[config.mk]
export PLATFORM = sky130hd
export DESIGN_NAME = pe_event_queue
export DESIGN_NICKNAME = d
export VERILOG_FILES = /design/src/rtl/pe_pkg.sv /design/src/rtl/pe_code_fifo.sv /design/src/rtl/pe_event_queue.sv
export SDC_FILE = /design/constraint.sdc
export NUM_CORES = 1
export LEC_CHECK = 0
export ABC_AREA = 1
export CAP_MARGIN = 30
export CORE_MARGIN = 8
export CORE_UTILIZATION = 40
export DETAILED_ROUTE_END_ITERATION = 8
export GPL_ROUTABILITY_DRIVEN = 0
export HOLD_SLACK_MARGIN = 0.15
export PLACE_DENSITY = 0.73
export SLEW_MARGIN = 20
export SYNTH_ARGS = -nofsm -noshare
export SYNTH_HDL_FRONTEND = slang
export SYNTH_SLANG_ARGS = --single-unit
[constraint.sdc]
create_clock -name clk -period 1.9 [get_ports clk]
set_clock_uncertainty 0.1 [all_clocks]
set_input_delay 0.38 -clock clk [delete_from_list [all_inputs] [get_ports clk]]
set_output_delay 0.38 -clock clk [all_outputs]
set_load 0.05 [all_outputs]
[src/rtl/pe_pkg.sv]
// Shared definitions for the priority-encoder event queue.
package pe_pkg;

    localparam int unsigned PE_CODE_W = 3;
    localparam int unsigned PE_DEPTH  = 4;
    localparam int unsigned PE_PTR_W  = $clog2(PE_DEPTH);
    localparam int unsigned PE_CNT_W  = PE_PTR_W + 1;

    // Per-cycle FIFO operation, encoded as {pop, push}.
    typedef enum logic [1:0] {
        OpNone = 2'b00,
        OpPush = 2'b01,
        OpPop  = 2'b10,
        OpBoth = 2'b11
    } fifo_op_e;

    function automatic fifo_op_e fifo_op(input logic push, input logic pop);
        return fifo_op_e'({pop, push});
    endfunction

endpackage

[src/rtl/pe_code_fifo.sv]
// Circular buffer of encoded indices with occupancy counter.
module pe_code_fifo
    import pe_pkg::*;
#(
    parameter int unsigned DEPTH  = PE_DEPTH,
    parameter int unsigned CODE_W = PE_CODE_W,
    localparam int unsigned PTR_W = $clog2(DEPTH),
    localparam int unsigned CNT_W = PTR_W + 1
) (
    input  logic              clk,
    input  logic              rst_n,
    input  logic              push,
    input  logic              pop,
    input  logic [CODE_W-1:0] wr_data,
    output logic [CODE_W-1:0] rd_data,
    output logic [CNT_W-1:0]  count,
    output logic              full
);

    logic [CODE_W-1:0] mem_q [DEPTH];
    logic [CODE_W-1:0] mem_d [DEPTH];
    logic [PTR_W-1:0]  wr_ptr_q, wr_ptr_d;
    logic [PTR_W-1:0]  rd_ptr_q, rd_ptr_d;
    logic [CNT_W-1:0]  count_q, count_d;
    logic              empty;
    logic              pop_ok;
    logic              push_ok;

    assign empty   = (count_q == '0);
    assign full    = (count_q == CNT_W'(DEPTH));
    assign pop_ok  = pop & ~empty;
    // A push into a full buffer is only legal when a pop frees a slot this cycle.
    assign push_ok = push & (~full | pop_ok);
    assign count   = count_q;
    // Head reads 0 when empty so stale storage never shows after reset.
    assign rd_data = empty ? '0 : mem_q[rd_ptr_q];

    // Next-state for storage, pointers and occupancy.
    always_comb begin
        mem_d    = mem_q;
        wr_ptr_d = wr_ptr_q;
        rd_ptr_d = rd_ptr_q;
        count_d  = count_q;
        if (push_ok) begin
            mem_d[wr_ptr_q] = wr_data;
            wr_ptr_d        = wr_ptr_q + PTR_W'(1);
        end
        if (pop_ok) begin
            rd_ptr_d = rd_ptr_q + PTR_W'(1);
        end
        unique case (fifo_op(push_ok, pop_ok))
            OpPush:  count_d = count_q + CNT_W'(1);
            OpPop:   count_d = count_q - CNT_W'(1);
            OpNone,
            OpBoth:  count_d = count_q;
            default: count_d = count_q;
        endcase
    end

    // Pointer and counter registers with synchronous reset.
    always_ff @(posedge clk) begin
        if (!rst_n) begin
            wr_ptr_q <= '0;
            rd_ptr_q <= '0;
            count_q  <= '0;
        end else begin
            wr_ptr_q <= wr_ptr_d;
            rd_ptr_q <= rd_ptr_d;
            count_q  <= count_d;
        end
    end

    // Entry storage; contents are don't-care until written.
    always_ff @(posedge clk) begin
        mem_q <= mem_d;
    end

endmodule

[src/rtl/pe_event_queue.sv]
// Turns changes of the priority-encoder output into queued events.
module pe_event_queue
    import pe_pkg::*;
#(
    parameter int unsigned DEPTH  = PE_DEPTH,
    parameter int unsigned CODE_W = PE_CODE_W
) (
    input  logic                   clk,
    input  logic                   rst_n,
    input  logic [CODE_W-1:0]      code_in,
    input  logic                   code_vld,
    output logic [CODE_W-1:0]      out_code,
    output logic                   out_valid,
    input  logic                   out_ready,
    output logic [$clog2(DEPTH):0] count,
    output logic                   full,
    output logic                   overflow,
    input  logic                   clr_ovf
);

    logic [CODE_W-1:0] prev_code_q, prev_code_d;
    logic              prev_vld_q, prev_vld_d;
    logic              overflow_q, overflow_d;
    logic              evt;
    logic              pop;
    logic              push;
    logic              drop;

    // A held code produces one event; valid->invalid produces none.
    assign evt       = code_vld & (~prev_vld_q | (code_in != prev_code_q));
    assign out_valid = (count != '0);
    assign pop       = out_valid & out_ready;
    assign push      = evt & (~full | pop);
    assign drop      = evt & full & ~pop;
    assign overflow  = overflow_q;

    pe_code_fifo #(
        .DEPTH  (DEPTH),
        .CODE_W (CODE_W)
    ) u_fifo (
        .clk     (clk),
        .rst_n   (rst_n),
        .push    (push),
        .pop     (pop),
        .wr_data (code_in),
        .rd_data (out_code),
        .count   (count),
        .full    (full)
    );

    // Next-state for change detection and sticky overflow; a drop beats a clear.
    always_comb begin
        prev_code_d = code_in;
        prev_vld_d  = code_vld;
        overflow_d  = overflow_q;
        if (drop) begin
            overflow_d = 1'b1;
        end else if (clr_ovf) begin
            overflow_d = 1'b0;
        end
    end

    // Change-detection and overflow registers with synchronous reset.
    always_ff @(posedge clk) begin
        if (!rst_n) begin
            prev_code_q <= '0;
            prev_vld_q  <= 1'b0;
            overflow_q  <= 1'b0;
        end else begin
            prev_code_q <= prev_code_d;
            prev_vld_q  <= prev_vld_d;
            overflow_q  <= overflow_d;
        end
    end

endmodule

==> reports/results.ini, run 1 <==
[sta]
relSlewSlack_pct=80.34
rsz0062_at_grt=true
fmax_mhz=524.3
tns_ns=-0.02076
fin_crit_sh_pct=100.4
slew_violations=0
fin_ws_ns=-0.007166
holdWs_ns=0.3908
setup_viol_count_final=3
fin_crit_ns=1.907
finalHoldViolCount=0
worst_pin_slew_ns=0.2939

[final_layout]
nets=184
seqCellArea_um2=618.1
final_cell_mix=23 x inv_1, 21 x nor2_1, 21 x buf_4, 18 x nand2_1, 12 x edfxtp_1
drive_above_1_share_pct=38.46
final_common_cell=inv_1
diodes=0
multiInputGateArea_um2=531.8
area_growth_syn_to_layout_pct=41.77
fillers=243

[synth]
synth_area_per_cell_um2=8.872
synth_fp_nets=146
ys_ff_latch=24
synth_top_area_cell=edfxtp_1
yosysWarnings=0
synthCells=132
synth_top_area_share_pct=30.77
syn_area_um2=1171
synth.distinct_cells=20
seq_area_frac_synth_pct=51.28
synth_area_leaders=edfxtp_1 31%, dfxtp_1 21%, inv_1 8.7%, nor2_1 7.7%, nand2_1 6.1%

[critical_path]
crit_chain=buf_6 -> nor3_4 -> buf_6 -> a21oi_4 -> buf_12
start_kind=register
reg2reg_slack_ns=0
worst-r2r-cell-count=13
r2r-end=u_fifo.count[2]
slowest_stage=dfxtp_4
r2r-start=prev_code_q[1]
cp_data_arrival_time_ns=1.43
crit_start=u_fifo.count[1]
cp.depth=5
crit_type=reg2out
crit_top_cell=buf_6
critPathCaptureType=output pin
max_stage_delay_ns=0.39
worstPathMaxFanout=5
cp_data_required_time_ns=1.42
crit_path_end=out_code[2]
crit_family=buffers and inverters
path_buf_inv=3

[floorplanning]
coreArea_um2=2781
die_w_um=70.11
ios=17
fp.dieArea_um2=4915
fp.dieH_um=70.11
start_util_pct=42.11
rows=19

[routing]
drtIter0Drc=34
via_per_inst=4.685
postRouteAntennaNets=0
dr.pass1.iters=4
drc=0
routed_wl_um=2377
vias=937
wl_per_cell_um=11.89

[grt]
gr-total-overflow=0
grt_pass1_wl_um=3877
grt_pass1_vias=963
track_usage_pct=9.285
antenna_found_initial=0
grt_start_max_net_pins=14

[job]
cap_violations=0

[clocking]
cts.clk_slew.worst_paths_ns=0.13
clock_latency_ns=0.30
clock_sinks=24
clockRootBuffer=clkbuf_4
hold_buffers=0
tritoncts=done
htree_levels=1
clk_path_buf_depth=2
cts_buffers=3

[status]
status=finished with violations
violations=negative setup slack

[min_path]
hold_path_startpoint=overflow
hp-class=reg2reg

[pwr]
p_leak_nw=0.7324
powerDensity_nw_per_um2=1308
vdd_ir_drop_max_mv=1.389

[place]
dp_hpwl_um=1830
port_buffers=16

[per-stage QoR]
stage                     cell area (um2)  utilization, %  total power, mW  setup WS [ns]  cells
after floorplan                      1206               -            1.332        -0.4918    132
after global placement               1521           54.70            1.743        -0.4905    190
after detailed placement             1521           54.70            1.775        -0.5548    190
after CTS                            1558           56.01            1.997        0.01419    195
after global routing                 1660           59.69            2.297        -0.1542    200
final                                1660           59.69            2.173      -0.007166    200
[routing by layer]
metal	wire [um]	track usage, %	share of wire [%]	up-vias
li1	-	-	-	484
met1	1009	10.22	42	432
met2	1233	16.45	52	17
met3	112	3.107	4.7	4
met4	21	2.679	0.88	0
met5	0	0	0	-
[cells by family after synthesis]
kind of cell             synth area share (%)
adder cells (fa/ha/maj)                 7.051
buffers and inverters                   9.721
AND/OR/NAND/NOR                         23.50
AO/OA/AOI/OAI                           8.441
flip-flops                              51.28
[report_power, final]
group / leakage [nW] / total, mW / internal (mW) / switching, mW
combinational: 0.504 / 1.26 / 0.552 / 0.705
sequential: 0.213 / 0.702 / 0.624 / 0.0784
clock: 0.0154 / 0.214 / 0.0765 / 0.137
[worst reg2reg max path, cell delays in order (launching register included)]
cell,delay (ns)
dfxtp_2,0.36
inv_2,0.03
nand2_1,0.04
nand2_1,0.06
nor2_2,0.12
nand2_2,0.09
nand3_4,0.08
ha_4,0.13
inv_2,0.04
fa_2,0.35
a21oi_2,0.14
o21ai_2,0.07
o21ai_1,0.13
a21oi_1,0.05
[cells in the mapped netlist]
cell type  count
inv_1         27
nor2_1        24
nand2_1       19
dfxtp_1       12
edfxtp_1      12
o21ai_0       10
a21oi_1        8
ha_1           5
nand2_2        2
nand4_1        2
nor3_4         2
a21oi_2        1
buf_2          1
clkbuf_1       1
fa_1           1
inv_2          1
nand3_4        1
nand3b_4       1
nor2_2         1
nor3b_2        1
[what timing repair did]
action                     CTS  global route
buffers inserted             1             5
setup endpoints to repair    5             5
gates resized for setup      5            28
pin swaps                    4             7
[layout make-up]
cell class / count / share of cell area (%)
timing repair buffer: 35 / 20.35
clock buffer: 3 / 1.356
clock inverter: 1 / 0.2261
sequential: 24 / 37.23
tap: 31 / 2.336
multi-input combinational: 78 / 32.03
inverter: 28 / 6.481
[flip-flops by register name (all words and copies together), names as in the netlist]
signal and flops:
u_fifo.count 3, u_fifo.mem_q 12, u_fifo.rd_ptr_q 2, prev_vld_q 1, prev_code_q 3, u_fifo.wr_ptr_q 2, overflow 1
[worst min path at each step]
stage / end / slack [ns] / depth (start not counted)
finish: overflow / 0.39 / 2
global route: overflow / 0.43 / 2
CTS: overflow / 0.40 / 2
detailed placement: overflow / 0.38 / 2
global placement: overflow / 0.37 / 2
floorplan: prev_code_q[0] / 0.37 / 2
No activity file was read; power rests on OpenSTA's default activity.
==> inputs of run 2 (changes only) <==
- CORE_MARGIN: 8 -> default
- CTS_CLUSTER_SIZE: default -> 30
- GPL_ROUTABILITY_DRIVEN: 0 -> default
==> reports/results.ini, run 2 (same netlist as run 1, synthesis figures left out) <==
[status]
status=finished with violations
violations=negative setup slack

[sta]
worst_pin_slew_ns=0.2661
fin_crit_sh_pct=100.5
finalHoldViolCount=0
relSlewSlack_pct=82.20
setup_viol_count_final=1
rsz0062_at_grt=true
fin_ws_ns=-0.009984
slew_violations=0
fin_crit_ns=1.910
holdWs_ns=0.3596
fmax_mhz=523.6

[critical_path]
reg2reg_slack_ns=0
crit_family=buffers and inverters
start_kind=input pin
crit_type=in2reg
cp_data_required_time_ns=2.00
cp_data_arrival_time_ns=2.01
worstPathMaxFanout=2
max_stage_delay_ns=0.40
critPathCaptureType=register
slowest_stage=clkdlybuf4s50_1
crit_chain=clkdlybuf4s50_1 -> inv_1 -> nand2_2 -> nand3_4 -> ha_4 -> inv_4 -> fa_2 -> a21oi_2 -> o21ai_2 -> o21ai_1 -> a21oi_1
path_buf_inv=3

[floorplanning]
rows=19
ios=17
fp.dieH_um=56.11
die_w_um=56.11
fp.dieArea_um2=3148
start_util_pct=42.47
coreArea_um2=2758

[routing]
drtIter0Drc=4
dr.pass1.iters=4
drc=0
postRouteAntennaNets=0
via_per_inst=4.503
wl_per_cell_um=10.31
routed_wl_um=2052
vias=896

[clocking]
clk_path_buf_depth=2
cts.clk_slew.worst_paths_ns=0.12
clock_latency_ns=0.30
cts_buffers=3
clockRootBuffer=clkbuf_4
clock_sinks=24
hold_buffers=0
tritoncts=done
htree_levels=1

[grt]
antenna_found_initial=0
grt_pass1_vias=785
track_usage_pct=13.65
grt_pass1_wl_um=3394
gr-total-overflow=0
grt_start_max_net_pins=14

[final_layout]
fillers=223
multiInputGateArea_um2=498.0
design_area_um2=1615
area_growth_syn_to_layout_pct=37.93
largest_register_ffs=12
final_cells=199
fin_util_pct=58.58
drive_above_1_share_pct=35.12
seqCellArea_um2=615.6
final_cell_mix=24 x inv_1, 23 x nor2_1, 21 x buf_4, 19 x nand2_1, 12 x edfxtp_1
final_common_cell=inv_1
largest_register=u_fifo.mem_q
diodes=0
nets=183

[pwr]
p_leak_nw=0.7264
vdd_ir_drop_max_mv=0.9390
power_mw=2.064
powerDensity_nw_per_um2=1278

[place]
port_buffers=16
gp_congestion=0.7038
placed_cells=191
dp_hpwl_um=1612
placedInstanceArea_um2=1529

[min_path]
hp-class=in2reg

[job]
cap_violations=0

-- run 2: changes by cell type in the layout (fill, tap and decap cells not counted), moves of 2 or more --
cell,change
a21oi_4,-3
o21ai_0,+4
a21oi_2,+2
nor2_2,-2
inv_2,-2
o21ai_1,-4
nor2_1,+2
-- run 2: layout make-up --
class | count | share of cell area (%)
clock buffer | 4 | 1.627
timing repair buffer | 34 | 20.22
multi-input combinational | 78 | 30.83
inverter | 28 | 6.816
sequential | 24 | 38.11
tap | 31 | 2.401
-- run 2: layer usage --
layer	up-vias	global-route usage [%]	wire length [um]
met3	2	2.093	21
li1	484	-	-
met5	-	0	0
met2	3	23.30	1083
met1	407	17.37	925
met4	0	5.226	21
-- run 2: worst paths after layout --
check	from	to	cells after the start
max	out_ready	u_fifo.count[2]	11
min	code_in[1]	prev_code_q[1]	3
max reg2reg	u_fifo.count[2]	u_fifo.count[2]	11
min reg2reg	overflow	overflow	2
-- run 2: worst reg2reg max path: stages (launching register included) --
cell and delay, ns:
dfxtp_4 0.38, inv_4 0.04, nor3_4 0.18, nand2_2 0.11, nand3_4 0.09, ha_4 0.14, inv_4 0.03, fa_2 0.35
a21oi_2 0.16, o21ai_2 0.08, o21ai_1 0.11, a21oi_1 0.04
-- run 2: timing repair --
| item | in CTS | in global routing |
|---|---|---|
| endpoints found under the setup margin | 5 | 6 |
| resized for setup | 4 | 16 |
| endpoints found under the hold margin | 0 | 0 |
| gates cloned | 0 | 0 |
| pin swaps | 0 | 9 |
| buffers inserted | 0 | 4 |
-- run 2: metrics by stage --
step / setup WS (ns) / TNS, ns
after floorplan: -0.4918 / -1.036
after global placement: -0.4873 / -2.656
after detailed placement: -0.5194 / -3.106
after CTS: 0.002076 / 0
after global routing: -0.1233 / -0.2107
final: -0.009984 / -0.009984
-- run 2: where the power goes --
group          internal, mW  switching [mW]  total, mW  leakage (nW)
Clock                0.0816           0.136      0.218        0.0150
Combinational         0.507           0.646       1.15         0.499
Sequential            0.619          0.0747      0.694         0.212
Total                  1.21           0.856       2.06         0.726
